File: src/rtl/mips_seq_ctrl.sv
// Multi-cycle FETCH/DECODE/EXEC/WB sequencer for the MIPS arithmetic datapath, with trap/HALT.
// Optional macro SEQ_PERF_CNT_EN adds free-running cycle and retired-instruction counters.
//
// state  | meaning
// FETCH  | offer inst_ready, wait for inst_valid handshake
// DECODE | IR stable; trap on dec_except, else load EXEC counter
// EXEC   | ALU busy for EXEC_CYCLES cycles
// WB     | register write (if enabled), retire, advance pc
// HALT   | trapped; wait for exc_ack, then skip faulting instruction
module mips_seq_ctrl #(
    parameter int unsigned EXEC_CYCLES = 1,
    parameter logic [31:0] RESET_PC    = 32'h0040_0000
) (
    input  logic        clk,
    input  logic        reset,
    input  logic        inst_valid,
    output logic        inst_ready,
    output logic        ir_load,
    input  logic        dec_except,
    input  logic        dec_writeenable,
    input  logic        exc_ack,
    output logic        alu_en,
    output logic        rf_we,
    output logic        retire,
    output logic        except,
    output logic [31:0] pc,
    output logic [31:0] epc,
    output logic [2:0]  state
`ifdef SEQ_PERF_CNT_EN
    ,
    output logic [31:0] cycle_cnt,
    output logic [31:0] retired_cnt
`endif
);

    typedef enum logic [2:0] {
        ST_FETCH  = 3'd0,
        ST_DECODE = 3'd1,
        ST_EXEC   = 3'd2,
        ST_WB     = 3'd3,
        ST_HALT   = 3'd4
    } state_t;

    localparam logic [3:0] EXEC_LOAD = 4'(EXEC_CYCLES - 1);

    state_t      state_q, state_d;
    logic [31:0] pc_q, pc_d;
    logic [31:0] epc_q, epc_d;
    logic [3:0]  exec_cnt_q, exec_cnt_d;

    logic inst_ready_c, ir_load_c, alu_en_c, rf_we_c, retire_c, except_c;

    always_comb begin
        state_d      = state_q;
        pc_d         = pc_q;
        epc_d        = epc_q;
        exec_cnt_d   = exec_cnt_q;
        inst_ready_c = 1'b0;
        ir_load_c    = 1'b0;
        alu_en_c     = 1'b0;
        rf_we_c      = 1'b0;
        retire_c     = 1'b0;
        except_c     = 1'b0;

        case (state_q)
            ST_FETCH: begin
                inst_ready_c = 1'b1;
                if (inst_valid) begin
                    ir_load_c = 1'b1;
                    state_d   = ST_DECODE;
                end
            end
            ST_DECODE: begin
                if (dec_except) begin
                    epc_d   = pc_q;
                    state_d = ST_HALT;
                end else begin
                    exec_cnt_d = EXEC_LOAD;
                    state_d    = ST_EXEC;
                end
            end
            ST_EXEC: begin
                alu_en_c = 1'b1;
                if (exec_cnt_q == 4'd0) begin
                    state_d = ST_WB;
                end else begin
                    exec_cnt_d = exec_cnt_q - 4'd1;
                end
            end
            ST_WB: begin
                rf_we_c  = dec_writeenable;
                retire_c = 1'b1;
                pc_d     = pc_q + 32'd4;
                state_d  = ST_FETCH;
            end
            ST_HALT: begin
                except_c = 1'b1;
                if (exc_ack) begin
                    // Resume past the faulting instruction; a trap never retires.
                    pc_d    = pc_q + 32'd4;
                    state_d = ST_FETCH;
                end
            end
            default: begin
                state_d = ST_FETCH;
            end
        endcase
    end

    always_ff @(posedge clk) begin
        if (reset) begin
            state_q    <= ST_FETCH;
            pc_q       <= RESET_PC;
            epc_q      <= 32'd0;
            exec_cnt_q <= 4'd0;
        end else begin
            state_q    <= state_d;
            pc_q       <= pc_d;
            epc_q      <= epc_d;
            exec_cnt_q <= exec_cnt_d;
        end
    end

    // Reset wins over a state that happens to be WB/EXEC in the same cycle.
    assign inst_ready = inst_ready_c & ~reset;
    assign ir_load    = ir_load_c    & ~reset;
    assign alu_en     = alu_en_c     & ~reset;
    assign rf_we      = rf_we_c      & ~reset;
    assign retire     = retire_c     & ~reset;
    assign except     = except_c     & ~reset;

    assign pc    = pc_q;
    assign epc   = epc_q;
    assign state = state_q;

`ifdef SEQ_PERF_CNT_EN
    logic [31:0] cycle_cnt_q, cycle_cnt_d;
    logic [31:0] retired_cnt_q, retired_cnt_d;

    always_comb begin
        cycle_cnt_d   = cycle_cnt_q + 32'd1;
        retired_cnt_d = retired_cnt_q;
        if (retire_c) begin
            retired_cnt_d = retired_cnt_q + 32'd1;
        end
    end

    always_ff @(posedge clk) begin
        if (reset) begin
            cycle_cnt_q   <= 32'd0;
            retired_cnt_q <= 32'd0;
        end else begin
            cycle_cnt_q   <= cycle_cnt_d;
            retired_cnt_q <= retired_cnt_d;
        end
    end

    assign cycle_cnt   = cycle_cnt_q;
    assign retired_cnt = retired_cnt_q;
`endif

endmodule

File: config.mk
export PLATFORM = sky130hd
export DESIGN_NAME = mips_seq_ctrl
export DESIGN_NICKNAME = d
export VERILOG_FILES = /design/src/rtl/mips_seq_ctrl.sv
export SDC_FILE = /design/constraint.sdc
export NUM_CORES = 1
export LEC_CHECK = 0
export CELL_PAD_IN_SITES_DETAIL_PLACEMENT = 1
export CELL_PAD_IN_SITES_GLOBAL_PLACEMENT = 2
export CORE_UTILIZATION = 37
export CTS_BUF_LIST = sky130_fd_sc_hd__clkbuf_8
export DETAILED_ROUTE_END_ITERATION = 8
export DONT_BUFFER_PORTS = 1
export PLACE_DENSITY = 0.83
export SETUP_SLACK_MARGIN = 0.5
export SLEW_MARGIN = 20
export SYNTH_ARGS = -nofsm -noshare
export SYNTH_HDL_FRONTEND = slang
export SYNTH_SLANG_ARGS = --single-unit
File: constraint.sdc
create_clock -name clk -period 2.64 [get_ports clk]
set_clock_uncertainty 0.05 [all_clocks]
set_input_delay 0.528 -clock clk [delete_from_list [all_inputs] [get_ports clk]]
set_output_delay 0.528 -clock clk [all_outputs]
set_load 0.01 [all_outputs]
==> results.sh <==
export IMPL_hold_class="in -> reg"
export IMPL_cts_tree="yes"
export IMPL_clock_path_buffers=2
export IMPL_die_y_um=91.7
export IMPL_cp_max_fo=11
export IMPL_slowest_stage="or3b_2"
export IMPL_antenna_found_initial=0
export IMPL_grtUsageTotal_pct=18.8
export IMPL_hold_depth=1
export IMPL_antennaDiodeCount=0
export IMPL_port_buffers=0
export IMPL_p_leak_uw=0.00113
export IMPL_r2r_slack_ns=0.57
export IMPL_maxSlewViolCount=0
export IMPL_grt_max_degree=83
export IMPL_max_freq_mhz=482
export IMPL_status="finished, final reports clean"
export IMPL_drc=0
export IMPL_cts_max_level=3
export IMPL_drtIter0Drc=82
export IMPL_synth_cell_types=43
export IMPL_dieWidth_um=91.7
export IMPL_clock_latency_ns=0.34
export IMPL_max_slew_margin_pct=50.8
export IMPL_fin_util_pct=43.6
export IMPL_crit_required_ns=2.06
export IMPL_max_stage_delay_ns=0.51
export IMPL_drive_above_1_share_pct=19.6
export IMPL_synth_seq_cells=67
export IMPL_io_pins=79
export IMPL_grt_pass1_vias=2625
export IMPL_final_cell_mix="67 x nand2_1, 55 x dfxtp_1, 43 x a21oi_1"
export IMPL_rsz0062_at_grt="false"
export IMPL_ff2ff_path_depth=7
export IMPL_crit_chain="buf_6 -> or3b_2 -> nor2_4"
export IMPL_worst_path_buf_inv=1
export IMPL_path_delay_family="simple AND/OR/NAND/NOR gates"
export IMPL_core_mm2=0.00777
export IMPL_path_class="reg -> out"
export IMPL_crit_path_end_kind="output pin"
export IMPL_totalWireLength_um=7480
export IMPL_cp_start_kind="flip-flop"
export IMPL_hold_start="reset"
export IMPL_firstDrtPassIters=4
export IMPL_min_period_over_period_pct=78.7
export IMPL_worstReg2RegEnd="pc[16]$_SDFFE_PP0P_"
export IMPL_synth_edf_count=0
export IMPL_nets=373
export IMPL_synth_ff_type="dfxtp_1"
export IMPL_clock_sinks=67
export IMPL_dp_hpwl_um=5000
export IMPL_ctsRootBufferMaster="clkbuf_8"
export IMPL_worstMarginPinSlew_ns=0.728
export IMPL_syn_avg_cell_area_um2=8.29
export IMPL_timing_rr_start="state[1]$_SDFFE_PP0P_"
export IMPL_final_common_cell="nand2_1"
export IMPL_numCtsBuffers=9
export IMPL_min_period_ns=2.08
export IMPL_timing_final_ws_setup_ns=0.563
export IMPL_async_reset_ff_share_pct=0
export IMPL_syn_to_final_growth_pct=13.9
export IMPL_cp_arrival_ns=1.50
export IMPL_wire_per_inst_um=15.9
export IMPL_setup_viol=0
export IMPL_fillCellCount=942
export IMPL_grt_overflow_total=0
export IMPL_cap_violations=0
export IMPL_num_rows=32
export IMPL_powerDensity_mw_per_mm2=544
export IMPL_vias=2543
export IMPL_grt_pass1_wl_um=12500
export IMPL_setup_tns_ns=0
export IMPL_dieArea_mm2=0.00840
export IMPL_synth_warnings=0
export IMPL_ant_nets=0
export IMPL_gp_congestion=0.744
export IMPL_syn_inst=359
export IMPL_clk_pin_slew_worst_paths_ns=0.07
export IMPL_yosysSeqAreaShare_pct=45.1
export IMPL_vias_per_cell=5.41
export IMPL_pre_cts_ws_ns=0.325
export IMPL_hold_violations=0
export IMPL_holdPathEnd="epc[20]$_SDFFE_PP0P_"
export IMPL_vdd_ir_drop_max_mv=0.366
export IMPL_initial_utilization_pct=38.3
export IMPL_syn_area_mm2=0.00298
## registers in the layout (all words and copies together) (netlist names)
| name | count |
|---|---|
| exec_cnt_q | 4 |
| state | 3 |
| epc | 30 |
| pc | 30 |
## synthesized netlist by cell type (2+ instances only)
master | count | area, µm²
xnor2_1 | 10 | 87.6
o21ai_0 | 2 | 10.0
buf_2 | 3 | 15.0
xor2_1 | 3 | 26.3
nor2b_1 | 8 | 50.1
a2111oi_0 | 2 | 17.5
mux2i_1 | 3 | 30.0
a2111oi_2 | 2 | 30.0
nand2_1 | 67 | 251
nor2_1 | 35 | 131
a31o_2 | 3 | 26.3
nor3_1 | 6 | 30.0
nand2b_1 | 3 | 18.8
nor4b_1 | 2 | 17.5
o31ai_1 | 5 | 37.5
dfxtp_1 | 67 | 1340
or3b_2 | 2 | 17.5
and4_1 | 3 | 26.3
or3_1 | 2 | 12.5
and2_1 | 5 | 31.3
ha_1 | 2 | 25.0
inv_1 | 4 | 15.0
nor4_1 | 4 | 25.0
a211oi_1 | 5 | 37.5
a21oi_1 | 43 | 215
and3_1 | 5 | 31.3
clkbuf_1 | 18 | 67.6
buf_4 | 4 | 30.0
mux2_2 | 8 | 90.1
or4_1 | 6 | 45.0
nand4_1 | 7 | 43.8
nand3_1 | 9 | 45.0
## cell type report
cell class,count,area (µm²),share of cell area (%)
Clock buffer,11,151,4.47
Clock inverter,3,15.0,0.443
Inverter,4,15.0,0.443
Multi-Input combinational cell,265,1580,46.6
Sequential cell,67,1360,40.1
Tap cell,102,128,3.77
Timing Repair Buffer,18,143,4.21
## cells by family after synthesis
family,after synthesis,synth area share (%)
and+or+nand+nor,169,28.1
DFF,67,45.1
adders and majority gates,2,0.841
xor gates and xnor gates,13,3.83
muxes,11,4.04
AOI/OAI and AO/OA,66,13.6
buffers and inverters,30,4.41
other,1,0.126
## metrics by stage
step	instances	cell area [µm²]	power (µW)	hold slack, ns
6_report	470	3390	1840	0.201
5_1_grt	470	3390	1920	0.177
4_1_cts	466	3320	1870	0.184
3_5_place_dp	449	3090	1100	0.439
3_3_place_gp	449	3090	1100	0.431
2_1_floorplan	362	2990	1110	0.431
## worst max path at each step
| stage | startpoint | to | slack (ns) | cells after the start |
|---|---|---|---|---|
| after detailed placement | state[2]$_SDFFE_PP0P_ | pc[16]$_SDFFE_PP0P_ | 0.33 | 4 |
| after floorplan | reset | ir_load | 0.53 | 4 |
| final | state[1]$_SDFFE_PP0P_ | alu_en | 0.56 | 3 |
| after global placement | state[2]$_SDFFE_PP0P_ | pc[16]$_SDFFE_PP0P_ | 0.36 | 4 |
| after global routing | state[1]$_SDFFE_PP0P_ | pc[16]$_SDFFE_PP0P_ | 0.49 | 7 |
| after CTS | pc[20]$_SDFFE_PP0P_ | pc[31]$_SDFFE_PP0P_ | 0.50 | 4 |
## what timing repair did
item | CTS | global route
setup endpoints to repair | 14 | 12
hold buffers | 0 | 0
setup buffers | 3 | 4
resized for setup | 12 | 14
pin swaps | 2 | 3
## power by group
part           total (µW)  switching [µW]  leakage (µW)  internal [µW]
registers            1020            10.2      0.000545           1010
logic                58.3            37.3      0.000497           21.0
clock network         760             382     0.0000908            377
## metal layers
| layer | wire, µm | global-route usage, % | up-vias |
|---|---|---|---|
| met3 | 451 | 5.97 | 9 |
| met2 | 3600 | 32.0 | 57 |
| met4 | 95 | 7.54 | 0 |
| li1 | - | - | 1246 |
| met1 | 3330 | 21.9 | 1231 |
| met5 | 0 | 0 | - |
Power figures use the tool's default switching activity.
